### config.mk
export PLATFORM = sky130hd
export DESIGN_NAME = video_timing_tracker
export DESIGN_NICKNAME = d
export VERILOG_FILES = /design/src/rtl/video_timing_tracker.sv
export SDC_FILE = /design/constraint.sdc
export NUM_CORES = 1
export LEC_CHECK = 0
export CORE_MARGIN = 1
export CORE_UTILIZATION = 48
export CTS_CLUSTER_SIZE = 28
export DETAILED_ROUTE_END_ITERATION = 7
export PLACE_DENSITY = 0.85
export SETUP_SLACK_MARGIN = 0.05
export SYNTH_ARGS = -nofsm -noshare
export SYNTH_HDL_FRONTEND = slang
export SYNTH_SLANG_ARGS = --single-unit
### constraint.sdc
create_clock -name clk -period 3.2 [get_ports clk]
set_clock_uncertainty 0.1 [all_clocks]
set_input_delay 0.48 -clock clk [delete_from_list [all_inputs] [get_ports clk]]
set_output_delay 0.48 -clock clk [all_outputs]
set_load 0.05 [all_outputs]
### src/rtl/video_timing_tracker.sv
// Registers the DE/HS/VS/RGB stream one cycle, annotates it with pixel coordinates and
// line/frame strobes, and checks the geometry of every line and frame to drive a lock FSM.
module video_timing_tracker #(
  parameter int H_ACTIVE      = 640,
  parameter int V_ACTIVE      = 480,
  parameter bit VS_ACTIVE_LOW = 1'b1,
  parameter int LOCK_FRAMES   = 2
) (
  input  logic        clk,
  input  logic        reset,
  input  logic        in_de,
  input  logic        in_hs,
  input  logic        in_vs,
  input  logic [7:0]  in_r,
  input  logic [7:0]  in_g,
  input  logic [7:0]  in_b,
  output logic        out_de,
  output logic        out_hs,
  output logic        out_vs,
  output logic [7:0]  out_r,
  output logic [7:0]  out_g,
  output logic [7:0]  out_b,
  output logic [11:0] out_x,
  output logic [11:0] out_y,
  output logic        line_start,
  output logic        frame_start,
  output logic        locked,
  output logic        err_width,
  output logic        err_height,
  output logic [11:0] meas_width,
  output logic [11:0] meas_height
);

  typedef enum logic [1:0] {SEARCH = 2'd0, SYNC = 2'd1, LOCKED = 2'd2} state_t;

  localparam logic [11:0] CNT_MAX = 12'hFFF;
  localparam logic [11:0] H_ACT   = 12'(H_ACTIVE);
  localparam logic [11:0] V_ACT   = 12'(V_ACTIVE);
  localparam logic [3:0]  LOCK_N  = 4'(LOCK_FRAMES);

  logic        de_q, de_d, hs_q, hs_d, vs_q, vs_d;
  logic [7:0]  r_q, r_d, g_q, g_d, b_q, b_d;
  logic [11:0] x_q, x_d, y_q, y_d;
  logic        line_start_q, line_start_d, frame_start_q, frame_start_d;
  logic        first_line_q, first_line_d;
  logic [11:0] line_cnt_q, line_cnt_d;
  logic        bad_frame_q, bad_frame_d;
  logic [11:0] meas_width_q, meas_width_d, meas_height_q, meas_height_d;
  logic        err_width_q, err_width_d, err_height_q, err_height_d;
  state_t      state_q, state_d;
  logic [3:0]  good_cnt_q, good_cnt_d;
  logic        locked_q, locked_d;

  logic        vs_asserted_in, vs_asserted_q;
  logic        de_rise, de_fall, vs_edge, new_frame_line;
  logic [11:0] line_width;
  logic        width_bad, frame_good;

  always_comb begin
    vs_asserted_in = VS_ACTIVE_LOW ? ~in_vs : in_vs;
    vs_asserted_q  = VS_ACTIVE_LOW ? ~vs_q : vs_q;
    de_rise        = in_de & ~de_q;
    de_fall        = ~in_de & de_q;
    vs_edge        = vs_asserted_in & ~vs_asserted_q;
    // A rise coincident with the VS edge already belongs to the new frame.
    new_frame_line = first_line_q | vs_edge;
    line_width     = (x_q == CNT_MAX) ? CNT_MAX : x_q + 12'd1;
    width_bad      = de_fall && (line_width != H_ACT) && (state_q != SEARCH);
    frame_good     = (line_cnt_q == V_ACT) && !bad_frame_q && !width_bad;
  end

  always_comb begin
    de_d          = in_de;
    hs_d          = in_hs;
    vs_d          = in_vs;
    r_d           = in_r;
    g_d           = in_g;
    b_d           = in_b;
    x_d           = x_q;
    y_d           = y_q;
    line_start_d  = de_rise;
    frame_start_d = de_rise & new_frame_line;
    first_line_d  = first_line_q;
    line_cnt_d    = line_cnt_q;
    bad_frame_d   = bad_frame_q | width_bad;
    meas_width_d  = meas_width_q;
    meas_height_d = meas_height_q;
    // A short line ending on the VS edge is reported only through the frame verdict.
    err_width_d   = width_bad & ~vs_edge;
    err_height_d  = vs_edge && (line_cnt_q != V_ACT) && (state_q != SEARCH);

    if (de_rise) begin
      x_d = 12'd0;
      if (new_frame_line) begin
        y_d          = 12'd0;
        first_line_d = 1'b0;
      end else if (y_q != CNT_MAX) begin
        y_d = y_q + 12'd1;
      end
    end else if (in_de && de_q && (x_q != CNT_MAX)) begin
      x_d = x_q + 12'd1;
    end
    if (vs_edge && !de_rise) begin
      first_line_d = 1'b1;
    end

    if (de_fall) begin
      meas_width_d = line_width;
    end

    if (vs_edge) begin
      meas_height_d = line_cnt_q;
      line_cnt_d    = de_rise ? 12'd1 : 12'd0;
      bad_frame_d   = 1'b0;
    end else if (de_rise && (line_cnt_q != CNT_MAX)) begin
      line_cnt_d = line_cnt_q + 12'd1;
    end
  end

  always_comb begin
    state_d    = state_q;
    good_cnt_d = good_cnt_q;
    case (state_q)
      SEARCH: begin
        if (vs_edge) begin
          state_d    = SYNC;
          good_cnt_d = 4'd0;
        end
      end
      SYNC: begin
        if (vs_edge) begin
          if (frame_good) begin
            good_cnt_d = good_cnt_q + 4'd1;
            if (good_cnt_q + 4'd1 == LOCK_N) begin
              state_d = LOCKED;
            end
          end else begin
            good_cnt_d = 4'd0;
          end
        end
      end
      LOCKED: begin
        if (width_bad || (vs_edge && !frame_good)) begin
          state_d    = SYNC;
          good_cnt_d = 4'd0;
        end
      end
      default: begin
        state_d    = SEARCH;
        good_cnt_d = 4'd0;
      end
    endcase
  end

  always_comb begin
    locked_d = (state_q == LOCKED);
  end

  always_ff @(posedge clk) begin
    if (reset) begin
      de_q          <= 1'b0;
      hs_q          <= 1'b0;
      vs_q          <= 1'b0;
      r_q           <= 8'd0;
      g_q           <= 8'd0;
      b_q           <= 8'd0;
      x_q           <= 12'd0;
      y_q           <= 12'd0;
      line_start_q  <= 1'b0;
      frame_start_q <= 1'b0;
      first_line_q  <= 1'b0;
      line_cnt_q    <= 12'd0;
      bad_frame_q   <= 1'b0;
      meas_width_q  <= 12'd0;
      meas_height_q <= 12'd0;
      err_width_q   <= 1'b0;
      err_height_q  <= 1'b0;
      state_q       <= SEARCH;
      good_cnt_q    <= 4'd0;
      locked_q      <= 1'b0;
    end else begin
      de_q          <= de_d;
      hs_q          <= hs_d;
      vs_q          <= vs_d;
      r_q           <= r_d;
      g_q           <= g_d;
      b_q           <= b_d;
      x_q           <= x_d;
      y_q           <= y_d;
      line_start_q  <= line_start_d;
      frame_start_q <= frame_start_d;
      first_line_q  <= first_line_d;
      line_cnt_q    <= line_cnt_d;
      bad_frame_q   <= bad_frame_d;
      meas_width_q  <= meas_width_d;
      meas_height_q <= meas_height_d;
      err_width_q   <= err_width_d;
      err_height_q  <= err_height_d;
      state_q       <= state_d;
      good_cnt_q    <= good_cnt_d;
      locked_q      <= locked_d;
    end
  end

  assign out_de      = de_q;
  assign out_hs      = hs_q;
  assign out_vs      = vs_q;
  assign out_r       = r_q;
  assign out_g       = g_q;
  assign out_b       = b_q;
  assign out_x       = x_q;
  assign out_y       = y_q;
  assign line_start  = line_start_q;
  assign frame_start = frame_start_q;
  assign locked      = locked_q;
  assign err_width   = err_width_q;
  assign err_height  = err_height_q;
  assign meas_width  = meas_width_q;
  assign meas_height = meas_height_q;

endmodule

* Word-level counts from Yosys, hierarchy flattened
Index checks and enable logic that the tools add are counted.
** Operators by class
- Add/subtract/negate cells :: 4
- Equal/unequal tests :: 15
- Multiplexer cells :: 20
- Bitwise logic cells :: 11
- Reductions and logical operators :: 28
** Operators by type and width (number)
- 12-bit 2-to-1 mux :: 5
- 12-bit by 1-bit adder with 12-bit output, second input constant :: 3
- 12-bit inequality test, second input constant :: 3
- 4-bit 2-to-1 mux :: 4
- 12-bit equality test, second input constant :: 1
- 12-bit by 9-bit equality test with 1-bit output, second input constant :: 1
- 12-bit by 10-bit inequality test with 1-bit output, second input constant :: 1
- 12-bit by 9-bit inequality test with 1-bit output, second input constant :: 1
- 4-bit case mux with 3 select lines :: 1
- 1-bit logical AND :: 11
- 2-bit 2-to-1 mux :: 5
- 2-bit nonzero test :: 5
- 2-bit inequality test, second input constant :: 4
- 2-bit case mux with 3 select lines :: 1
- 1-bit AND :: 5
- 5-bit AND reduction :: 1
- 4-bit by 1-bit adder with 4-bit output, second input constant :: 1
- 4-bit by 2-bit equality test with 1-bit output, second input constant :: 1
- 1-bit zero test :: 4
- 1-bit 2-to-1 mux :: 4
- 1-bit NOT :: 4
- 2-bit AND reduction :: 2
- 2-bit OR reduction :: 2
- 3-bit AND reduction :: 1
- other kinds (6) :: 7
** Word-level totals
- Register bits after elaboration :: 100
- Bits of input ports :: 29
- Output and inout port bits :: 80
- Logic and storage cells :: 98

* Logic depth before layout (Yosys ltp)
- Word-level depth :: 12
- Gate-level depth with buffers :: 10
- Mapped depth without buffers :: 9

* Worst setup path before layout
Ideal clock, no wire load.
- Kind :: register -> register
- Start :: register x_q[0] (netlist: out_x[0])
- End :: register good_cnt_q[0]
- Library setup time :: 67 ps
- Arrival :: 2776 ps
- Data required time :: 3033 ps
- Slack :: 257 ps
- Stages on the path, launching flop included :: 10
- Clock period less this slack :: 2943 ps
- Path through :: dfxtp_1 > ha_1 > buf_2 > nand3_1 > or3_1 > a211oi_2 > o21bai_2 > o21ai_4 > or4b_4 > o21ai_2
** Between the ends
- Word-level cells in the longest chain between the ends :: 12
- Elaborated cells between the ends (all ways) :: 16
- Classes of those cells :: add/sub: 1; eq/ne: 3; mux: 4; reduce/logical: 8
** Ends and longest elaborated chain
- start: declaration :: line 43 : logic [11:0] x_q, x_d, y_q, y_d;
- start signal: assignment :: line 167 : x_q <= 12'd0;
- start signal: assignment :: line 188 : x_q <= x_d;
- 12-bit by 1-bit adder with 12-bit output or 12-bit equality test (tied branches) :: line 67 : line_width = (x_q == CNT_MAX) ? CNT_MAX : x_q + 12'd1;
- 12-bit 2-to-1 mux * :: line 67
- 12-bit by 10-bit inequality test with 1-bit output * :: line 68 : width_bad = de_fall && (line_width != H_ACT) && (state_q != SEARCH);
- 1-bit logical AND * (2 in series) :: line 68
- 1-bit zero test :: line 69 : frame_good = (line_cnt_q == V_ACT) && !bad_frame_q && !width_bad;
- 1-bit logical AND :: line 69
- 1-bit zero test :: line 143 : if (width_bad || (vs_edge && !frame_good)) begin
- 1-bit logical AND :: line 143
- 1-bit logical OR :: line 143
- 2-bit by 1-bit inequality test with 1-bit output (no line)
- 3-bit AND reduction (no line)
- end signal: assignment :: line 200 : good_cnt_q <= good_cnt_d;
- end: declaration :: line 51 : logic [3:0] good_cnt_q, good_cnt_d;
Mark *: on every way between the ends. The rest lies on a longest branch, timed or not. The select of a mux whose other input is x is not followed.
A chain may end at the register's enable or synchronous reset.

* Worst setup path after layout
- Start :: register x_q[0] (netlist: out_x[0])
- End :: register good_cnt_q[3]
The elaborated chain is that of the path after synthesis.

==> run metrics <==
post-CTS setup repair buffer count=0; final worst-path cycle share=88.5%; largest net degree at the start of global routing=44; Setup-failing EPs final=0; sequential cell area fraction in the yosys report=48.5%; CP Data Required Time=3.39 ns; Critical Setup Path Class=reg2reg; area occupied by multi-input gates=2000 µm²; n_diodes=0; CTS tree=built; number of hold violations in the final report=0; synthesized instance count=471; area added between synthesis and finish=32.0%; insertion delay to the later sink of the worst-skew pair=0.35 ns; register bit total from synthesis=100; Starting Density=50.0%; total wirelength of the detailed-routed design=9330 µm; number of core rows=33; number of buffers added on ports=108; count of nets left with antenna violations after detail routing=0; RSZ-0062 raised after global routing=false; mean area per synthesized cell=8.77 µm²; cell leakage power=1.96 nW; area share of the leading cell type in the synthesized netlist=48.5%; htree depth=3; number of clock sinks seen by CTS=100; Worst Hold Class=reg2reg; status=finished, final reports clean; clock root buffer=clkbuf_8; number of stages on the worst hold path=2; Detailed Routing Iterations Pass 1=5; most numerous cell types in the synthesized netlist=dfxtp_1, nor2_1, nand2_1, nor2b_1, a21oi_1; Avg WL per Cell=13.7 µm; number of enable flip-flop cells after synthesis=0; Total Negative Setup Slacks=0 ns; post-synth design cell area=4130 µm²; Remaining DRCs=0; Net Count, Synth=506; cell area after placement=5280 µm²; transition time of the tightest slew-check pin=0.720 ns; Nets=607; sum of net half-perimeters after detailed placement=6720 µm; endpoint class of the critical path=flip-flop; number of I/O pins=109; First DRT Iteration DRCs=148; top area cells in the synthesized netlist=dfxtp_1, nor2_1, nor2b_1, xor2_1, nand2_1; P per Cell Area=419 nW/µm²; Final GP Congestion=0.869; first-pass GRT wire length=15300 µm; number of antenna violations at the first check in global routing=0; WP data arrival=3.02 ns; number of global-route vias before repair=3349; maximum clock frequency=353 MHz; final-layout fill cell count=690; Worst Reg-to-Reg Cells=8; ratio of cells with drive above 1 in the final layout=6.42%; cell area after layout=5450 µm²; TritonCTS buffer count=9; global route overflow=0; area of the core=8260 µm²; detailed-route vias per instance=5.35; warnings from Yosys=0; buffers from clock root to sink, at most=2; overall track demand over capacity in global routing=21.5%; area occupied by registers=2000 µm²; clock input transition at the sequential cells of the worst setup and hold paths=0.09 ns; number of resized instances in the post-cts repair step=0; Main synth FF type=dfxtp_1; Die ar.=8980 µm²; count of pins over their slew limit=0; max-cap violations=0; maximum resistive drop on vdd=0.229 mV; proportion of synthesized flip-flops having asynchronous set or reset=0%; worst-path fanout max=9; most frequent cell after synthesis=dfxtp_1; via count of the routed design=3642; Hold-fix buffers, CTS=0; Worst Setup Start Kind=flip-flop; Die Ht=94.8 µm; cell taking the most area after synthesis=dfxtp_1; Max-Slew Margin vs Limit=51.9%; number of distinct library cells after synthesis=46; die outline width=94.8 µm; min cycle time layout=2.83 ns
## cell usage in the layout (no fill, tap or decap), types with 12 or more instances in the layout
cell type / n
nor2b_1: 33
nor2_1: 62
dfxtp_1: 100
xnor2_1: 12
nand3_1: 20
a21oi_1: 32
nand2_1: 53
xor2_1: 23
nor3_1: 12
clkdlybuf4s50_1: 107
## kinds of logic (layout without fill, tap and decap cells)
group / after synthesis / after routing / synth area share (%)
and+or+nand+nor: 229 / 229 / 28.0
DFF: 100 / 100 / 48.5
AOI/OAI and AO/OA: 68 / 68 / 10.7
xor gates and xnor gates: 35 / 35 / 7.42
buffers and inverters: 31 / 136 / 3.15
adders and majority gates: 6 / 6 / 1.82
muxes: 2 / 2 / 0.485
## registers in the layout, indices dropped and copies added, names as in the netlist
signal        cells
good_cnt_q        4
out_vs            1
err_width         1
meas_width       12
bad_frame_q       1
line_start        1
out_y            12
first_line_q      1
out_r             8
frame_start       1
out_x            12
out_g             8
state_q           2
line_cnt_q       12
out_hs            1
err_height        1
out_b             8
meas_height      12
out_de            1
locked            1
## power breakdown
part,total (W),internal [W],switching [W]
clock,0.000711,0.000299,0.000412
combinational,0.000280,0.000107,0.000173
sequential,0.00129,0.00127,0.0000178
total,0.00228,0.00168,0.000604
## layer usage
metal | part of all wire, % | GRT usage [%]
met1 | 43 | 26.7
met2 | 50 | 35.7
met3 | 5.5 | 5.48
met4 | 1.6 | 7.70
met5 | 0 | 0
## worst paths after layout
path / start / endpoint / slack, ns
setup reg to reg: out_x[0]$_SDFFE_PP0P_ / good_cnt_q[3]$_SDFFE_PP0P_ / 0.37
setup / recovery: out_x[0]$_SDFFE_PP0P_ / good_cnt_q[3]$_SDFFE_PP0P_ / 0.37
hold reg to reg: meas_height[2]$_SDFFE_PP0P_ / meas_height[2]$_SDFFE_PP0P_ / 0.36
hold / removal: meas_height[2]$_SDFFE_PP0P_ / meas_height[2]$_SDFFE_PP0P_ / 0.36
## worst max-delay path: stages, from the launching register on
cell and delay [ns]:
dfxtp_1 0.53, ha_1 0.35, and3_1 0.31, nand3_2 0.13
mux2i_1 0.27, nand4_2 0.18, o21ai_4 0.25, or4b_4 0.52
o21ai_2 0.12
## cell type report
| cell class | instances | share of cell area, % |
|---|---|---|
| clock buffer | 11 | 2.59 |
| tap | 105 | 2.41 |
| clock inverter | 4 | 0.482 |
| timing repair buffer | 115 | 20.7 |
| sequential | 100 | 36.7 |
| inverter | 6 | 0.413 |
| multi-input combinational | 340 | 36.7 |
## metrics by stage
| stage | util [%] | total power (W) | hold slack (ns) | instances | worst slack (ns) |
|---|---|---|---|---|---|
| after floorplan | - | 0.00149 | 0.346 | 471 | 0.257 |
| final | 66.0 | 0.00228 | 0.359 | 681 | 0.368 |
| after global placement | 64.0 | 0.00160 | 0.344 | 666 | 0.521 |
| after global routing | 66.0 | 0.00238 | 0.383 | 681 | 0.141 |
| after detailed placement | 64.0 | 0.00160 | 0.346 | 666 | 0.412 |
| after CTS | 66.0 | 0.00231 | 0.358 | 681 | 0.365 |
No activity file was read; power rests on OpenSTA's default activity.
